## config.mk

```make
export PLATFORM = sky130hd
export DESIGN_NAME = mvu_pe_acc_bank_flat
export DESIGN_NICKNAME = d
export VERILOG_FILES = /design/src/rtl/mvu_pe_acc_bank_if.sv /design/src/rtl/mvu_pe_acc_bank.sv /design/src/flat_wrapper.sv
export SDC_FILE = /design/constraint.sdc
export NUM_CORES = 1
export LEC_CHECK = 0
export ABC_AREA = 1
export CAP_MARGIN = 20
export CORE_UTILIZATION = 30
export CTS_BUF_LIST = sky130_fd_sc_hd__clkbuf_4
export CTS_CLUSTER_SIZE = 25
export DETAILED_ROUTE_END_ITERATION = 8
export HOLD_SLACK_MARGIN = 0.06
export PLACE_DENSITY = 0.46
export SYNTH_ARGS = -nofsm -noshare
export SYNTH_HDL_FRONTEND = slang
export SYNTH_SLANG_ARGS = --single-unit
```

## constraint.sdc

```tcl
create_clock -name clock -period 2.75 [get_ports clock]
set_input_delay 0.4125 -clock clock [delete_from_list [all_inputs] [get_ports clock]]
set_output_delay 0.4125 -clock clock [all_outputs]
set_load 0.005 [all_outputs]
```

## src/rtl/mvu_pe_acc_bank_if.sv

```systemverilog
// Stream bundle for mvu_pe_acc_bank: fold beats in, completed lane results out.
// The slave modport is the accumulator bank; the master modport is its driver.
interface mvu_pe_acc_bank_if #(
    parameter int PE        = 4,
    parameter int TDstI     = 16,
    parameter int TAccW     = 24,
    parameter int OUT_DEPTH = 4
);
    localparam int CW = $clog2(OUT_DEPTH + 1);

    logic                  clr;
    logic                  in_v;
    logic                  in_ready;
    logic                  in_last;
    logic [PE*TDstI-1:0]   in_acc;
    logic                  out_v;
    logic                  out_ready;
    logic [PE*TAccW-1:0]   out_acc;
    logic [PE-1:0]         out_sat;
    logic [CW-1:0]         out_count;

    modport master (
        output clr, in_v, in_last, in_acc, out_ready,
        input  in_ready, out_v, out_acc, out_sat, out_count
    );

    modport slave (
        input  clr, in_v, in_last, in_acc, out_ready,
        output in_ready, out_v, out_acc, out_sat, out_count
    );
endinterface

```

## src/rtl/mvu_pe_acc_bank.sv

```systemverilog
// Per-lane fold accumulators feeding a small result FIFO (valid/ready).
// Define MVU_ACC_SAT_EN to clamp lane additions and report out_sat.
module mvu_pe_acc_bank #(
    parameter int PE        = 4,
    parameter int TDstI     = 16,
    parameter int TAccW     = 24,
    parameter bit SIGNED    = 1'b1,
    parameter int OUT_DEPTH = 4
) (
    input logic              clock,
    input logic              resetn,
    mvu_pe_acc_bank_if.slave bus
);
    localparam int AW = PE * TAccW;
    localparam int CW = $clog2(OUT_DEPTH + 1);
    localparam int PW = $clog2(OUT_DEPTH);

    if (TAccW < TDstI) begin : g_chk_width
        $error("mvu_pe_acc_bank: TAccW must be >= TDstI");
    end
    if (OUT_DEPTH < 2) begin : g_chk_depth
        $error("mvu_pe_acc_bank: OUT_DEPTH must be >= 2");
    end

    logic             first_q, first_d;
    logic [AW-1:0]    acc_q, acc_d;
    logic [AW-1:0]    mem_q [OUT_DEPTH];
    logic [AW-1:0]    mem_d [OUT_DEPTH];
    logic [PW-1:0]    rd_ptr_q, rd_ptr_d;
    logic [PW-1:0]    wr_ptr_q, wr_ptr_d;
    logic [CW-1:0]    count_q, count_d;

    logic [AW-1:0]    sum;
    logic [TDstI-1:0] lane;
    logic [TAccW-1:0] ext;
    logic [TAccW-1:0] base;
    logic             beat;
    logic             push;
    logic             pop;

`ifdef MVU_ACC_SAT_EN
    logic [PE-1:0]    sat_q, sat_d;
    logic [PE-1:0]    msat_q [OUT_DEPTH];
    logic [PE-1:0]    msat_d [OUT_DEPTH];
    logic [PE-1:0]    clamp;
    logic [PE-1:0]    sat_new;
    logic [TAccW:0]   wide;
`endif

    function automatic logic [PW-1:0] ptr_inc(input logic [PW-1:0] p);
        return (p == PW'(OUT_DEPTH - 1)) ? '0 : p + 1'b1;
    endfunction

    assign bus.in_ready  = !bus.clr && (count_q < CW'(OUT_DEPTH));
    assign beat          = bus.in_v && bus.in_ready;
    assign push          = beat && bus.in_last;
    assign pop           = bus.out_v && bus.out_ready;
    assign bus.out_v     = (count_q != '0);
    assign bus.out_acc   = mem_q[rd_ptr_q];
    assign bus.out_count = count_q;
`ifdef MVU_ACC_SAT_EN
    assign bus.out_sat   = msat_q[rd_ptr_q];
`else
    assign bus.out_sat   = '0;
`endif

    // The first beat of a fold starts from zero rather than the stale acc.
    always_comb begin
        sum  = '0;
        lane = '0;
        ext  = '0;
        base = '0;
`ifdef MVU_ACC_SAT_EN
        clamp = '0;
        wide  = '0;
`endif
        for (int i = 0; i < PE; i++) begin
            lane = bus.in_acc[i*TDstI +: TDstI];
            if (SIGNED) ext = TAccW'({{TAccW{lane[TDstI-1]}}, lane});
            else        ext = TAccW'(lane);
            base = first_q ? '0 : acc_q[i*TAccW +: TAccW];
`ifdef MVU_ACC_SAT_EN
            if (SIGNED) begin
                wide = {base[TAccW-1], base} + {ext[TAccW-1], ext};
                if (wide[TAccW] != wide[TAccW-1]) begin
                    clamp[i] = 1'b1;
                    wide[TAccW-1:0] = {wide[TAccW], {(TAccW-1){~wide[TAccW]}}};
                end
            end else begin
                wide = {1'b0, base} + {1'b0, ext};
                if (wide[TAccW]) begin
                    clamp[i] = 1'b1;
                    wide[TAccW-1:0] = '1;
                end
            end
            sum[i*TAccW +: TAccW] = wide[TAccW-1:0];
`else
            sum[i*TAccW +: TAccW] = base + ext;
`endif
        end
    end

    always_comb begin
        first_d  = first_q;
        acc_d    = acc_q;
        mem_d    = mem_q;
        rd_ptr_d = rd_ptr_q;
        wr_ptr_d = wr_ptr_q;
        count_d  = count_q;
`ifdef MVU_ACC_SAT_EN
        sat_d    = sat_q;
        msat_d   = msat_q;
        sat_new  = (first_q ? '0 : sat_q) | clamp;
`endif
        if (bus.clr) begin
            first_d = 1'b1;
`ifdef MVU_ACC_SAT_EN
            sat_d   = '0;
`endif
        end else if (beat) begin
            if (bus.in_last) begin
                first_d         = 1'b1;
                mem_d[wr_ptr_q] = sum;
                wr_ptr_d        = ptr_inc(wr_ptr_q);
`ifdef MVU_ACC_SAT_EN
                msat_d[wr_ptr_q] = sat_new;
`endif
            end else begin
                first_d = 1'b0;
                acc_d   = sum;
`ifdef MVU_ACC_SAT_EN
                sat_d   = sat_new;
`endif
            end
        end
        if (pop) rd_ptr_d = ptr_inc(rd_ptr_q);
        case ({push, pop})
            2'b10:   count_d = count_q + 1'b1;
            2'b01:   count_d = count_q - 1'b1;
            default: count_d = count_q;
        endcase
    end

    always_ff @(posedge clock or negedge resetn) begin
        if (!resetn) begin
            first_q  <= 1'b1;
            acc_q    <= '0;
            rd_ptr_q <= '0;
            wr_ptr_q <= '0;
            count_q  <= '0;
            for (int i = 0; i < OUT_DEPTH; i++) mem_q[i] <= '0;
`ifdef MVU_ACC_SAT_EN
            sat_q    <= '0;
            for (int i = 0; i < OUT_DEPTH; i++) msat_q[i] <= '0;
`endif
        end else begin
            first_q  <= first_d;
            acc_q    <= acc_d;
            rd_ptr_q <= rd_ptr_d;
            wr_ptr_q <= wr_ptr_d;
            count_q  <= count_d;
            mem_q    <= mem_d;
`ifdef MVU_ACC_SAT_EN
            sat_q    <= sat_d;
            msat_q   <= msat_d;
`endif
        end
    end
endmodule

```

## src/flat_wrapper.sv

```systemverilog
// flat-port wrapper written by rule: the top's interface ports become plain ports
module mvu_pe_acc_bank_flat 
#(
    parameter int PE        = 4,
    parameter int TDstI     = 16,
    parameter int TAccW     = 24,
    parameter bit SIGNED    = 1'b1,
    parameter int OUT_DEPTH = 4
)
  (clock, resetn, bus_clr, bus_in_v, bus_in_last, bus_in_acc, bus_out_ready, bus_in_ready, bus_out_v, bus_out_acc, bus_out_sat, bus_out_count);
  mvu_pe_acc_bank_if #(.PE(PE), .TDstI(TDstI), .TAccW(TAccW), .OUT_DEPTH(OUT_DEPTH)) bus_i ();
  input logic clock;
  input logic resetn;
  input wire logic [$bits(bus_i.clr)-1:0] bus_clr;
  input wire logic [$bits(bus_i.in_v)-1:0] bus_in_v;
  input wire logic [$bits(bus_i.in_last)-1:0] bus_in_last;
  input wire logic [$bits(bus_i.in_acc)-1:0] bus_in_acc;
  input wire logic [$bits(bus_i.out_ready)-1:0] bus_out_ready;
  output wire logic [$bits(bus_i.in_ready)-1:0] bus_in_ready;
  output wire logic [$bits(bus_i.out_v)-1:0] bus_out_v;
  output wire logic [$bits(bus_i.out_acc)-1:0] bus_out_acc;
  output wire logic [$bits(bus_i.out_sat)-1:0] bus_out_sat;
  output wire logic [$bits(bus_i.out_count)-1:0] bus_out_count;
  assign bus_i.clr = bus_clr;
  assign bus_i.in_v = bus_in_v;
  assign bus_i.in_last = bus_in_last;
  assign bus_i.in_acc = bus_in_acc;
  assign bus_i.out_ready = bus_out_ready;
  assign bus_in_ready = bus_i.in_ready;
  assign bus_out_v = bus_i.out_v;
  assign bus_out_acc = bus_i.out_acc;
  assign bus_out_sat = bus_i.out_sat;
  assign bus_out_count = bus_i.out_count;
  mvu_pe_acc_bank #(.PE(PE), .TDstI(TDstI), .TAccW(TAccW), .SIGNED(SIGNED), .OUT_DEPTH(OUT_DEPTH)) u_core (.clock(clock), .resetn(resetn), .bus(bus_i));
endmodule
```

==> results.cfg <==
[placed_design]
place_congestion = 0.865
portBuffers = 170
dp_hpwl_microns = 63800
pre_cts_ws_ns = -0.0805
place_area_sq_um = 32400

[floorplanning]
num_io_pins = 175
die_h_microns = 307
die_area_sq_um = 94500
core_sq_um = 92100
die_w_microns = 307
start_util_pct = 30.4
fp-row-count = 111

[cells_and_area]
area_growth_pct = 42.8
fin_util_pct = 43.4
layout.nets = 4656
design_area_sq_um = 40000
drive_above_1_share_pct = 27.0

[min_path]
worstHoldPathType = in2reg
holdPathEnd = u_core.mem_q[192]
hold_depth = 4
hold_start = bus_in_acc[0]

[global_route]
antenna_found_initial = 3
grt_first_pass_wirelength_microns = 168000
gr-total-overflow = 0
grt_pass1_vias = 27827
globalRouteTotalUtil_pct = 23.4
grt_max_degree = 93

[synthesis]
ys_seq_elements = 488
synthTopCellsByArea = dfrtp_1, nand2_1, o21ai_0
synth_top_area_share_pct = 43.5
synth_top_cell_by_area = dfrtp_1
ys_types = 33
yosysWarningCount = 0
syn_inst = 3980
ys_seq_area_share_pct = 43.6
synth_area_sq_um = 28000
postSynthAreaPerCell_sq_um = 7.03

[sta]
rsz0062_at_grt = true
fin_skew_ns = 0.0785
period_needed_ns = 3.02
setup_viol = 96
period_share_pct = 110
setup_slack_ns = -0.268
hold_violations = 0
fmax_mhz = 331
max_slew.worst_pin.slew_ns = 0.693
finalMaxSlewViolations = 0
slew_headroom_pct = 53.8

[drt]
totalWireLength_microns = 113000
drtPass1Iterations = 5
vias_per_cell = 4.85
drtAntennaViolNets = 0
vias = 28327
drtIter0Drc = 1976
wl_per_cell_microns = 19.4
drc = 0

[critical_path]
critPathKind = reg2out
r2r_start = u_core.first_q
required_ns = 2.34
r2r_setup_slack_ns = 0.07
r2r-end = u_core.acc_q[90]
rr_worst_depth = 14
crit_arrival_ns = 2.61
start_kind = register
startpoint = u_core.rd_ptr_q[0]
end_kind = output pin
cp_max_fo = 5

[cts]
clk_pin_slew_ns = 0.07
cts_max_level = 4
cts_sinks = 488
ctsLongestPathBuffers = 3
cts_tree = done
root_buffer = clkbuf_4
numCtsBuffers = 149
clk_latency_ns = 1.07

[power_and_ir_drop]
p_leak_uw = 0.0204
power_density_nw_per_um2 = 1080
vdd_ir_drop_max_v = 0.000498

[job]
drv_cap = 0

[run_status]
violations = negative setup slack
outcome = finished with violations
## registers in the layout (all words and copies together), names as in the netlist
register / cells
u_core.first_q: 1
u_core.acc_q: 96
u_core.mem_q: 384
u_core.bus.out_count: 3
u_core.rd_ptr_q: 2
u_core.wr_ptr_q: 2
## cells by family after synthesis
group           Yosys count  synth area share (%)
buf+inv                 589                  8.19
xor+xnor                 40                  1.25
flops                   488                  43.6
compound gates          542                  10.2
fa+ha+maj               103                  4.74
simple gates           2217                  32.0
other cells               1                0.0134
## routing by layer
| metal | up-vias | share of wire (%) | GRT usage (%) |
|---|---|---|---|
| met5 | - | 0 | 0 |
| met4 | 0 | 2.5 | 8.50 |
| met3 | 173 | 4.9 | 4.25 |
| met2 | 745 | 45 | 36.4 |
| met1 | 13601 | 47 | 32.1 |
| li1 | 13808 | - | - |
## layout by cell type, fill, tap and decap left out, drive strengths merged, types with 72 or more instances in the layout
| cell type | instances |
|---|---|
| buf | 429 |
| clkbuf | 220 |
| clkdlybuf4s50 | 72 |
| dfrtp | 487 |
| ha | 98 |
| inv | 417 |
| nand2 | 1447 |
| nand3 | 313 |
| nor2 | 384 |
| o21ai | 390 |
| o22ai | 96 |
## per-stage QoR
stage	hold slack, ns	std cells	TNS [ns]	power, uW
detailed placement	0.396	5397	-0.188	27600
global placement	0.395	5397	-0.370	27500
CTS	0.0640	5779	-33.74	40100
finish	0.193	5841	-17.37	43100
global route	0.118	5841	-34.94	46000
floorplan	0.117	3983	0	19900
## repair_timing
action                                 in CTS  in global routing
resized for setup                         788                651
hold buffers                                4                  0
setup endpoints to repair                 135                366
setup buffers                              84                 59
gates cloned                               42                 17
endpoints found under the hold margin     489                  0
pin swaps                                  86                260
## critical path, cell delays in order (launching register included)
cell and delay (ns):
dfrtp_4 0.53, buf_12 0.17, clkinv_16 0.07, buf_4 0.11, buf_8 0.11, buf_6 0.11, nor2_2 0.04, o22ai_4 0.25
buf_6 0.15
## Yosys cell counts
library cell	instances
o21ai_0	378
fa_1	5
nand2_2	1
xnor2_1	25
nor2_2	2
nand3_1	313
inv_1	407
buf_2	41
dfstp_2	1
xor2_1	15
nor2_1	380
inv_2	6
buf_4	4
buf_6	2
and2_0	1
nand4_1	21
dfrtp_1	487
nor2_8	1
or2_2	2
nor2_4	1
clkbuf_1	121
o21bai_1	4
a21oi_1	52
nor3_1	4
buf_1	8
conb_1	1
and2_1	2
o22ai_1	96
nand2_1	1446
nor4_1	7
nand3b_1	36
o21ai_1	12
ha_1	98
## cell type report
cell class / count / area (sq um)
clock buffers: 203 / 1520
multi-input cells: 2906 / 16500
flip-flops and latches: 488 / 12200
well taps: 1243 / 1560
fillers: 9384 / 52100
clock inverters: 57 / 314
repair buffers: 523 / 6250
diodes: 6 / 15.0
repair inverters: 2 / 36.3
inverters: 413 / 1600
## worst max path at each step
stage | to | slack [ns] | cells past startpoint
2_1_floorplan | u_core.acc_q[12] | 0.04 | 13
3_3_place_gp | u_core.acc_q[90] | -0.08 | 14
3_5_place_dp | u_core.acc_q[90] | -0.08 | 14
4_1_cts | bus_out_acc[57] | -0.44 | 9
5_1_grt | bus_out_acc[57] | -0.43 | 9
6_report | bus_out_acc[52] | -0.27 | 8
## where the power goes
group,switching [uW],internal (uW),leakage [uW]
logic,12200,11000,0.0130
registers,2250,10600,0.00628
clock network,3600,3560,0.00108
Note: power is estimated with default switching activity, not from simulation.
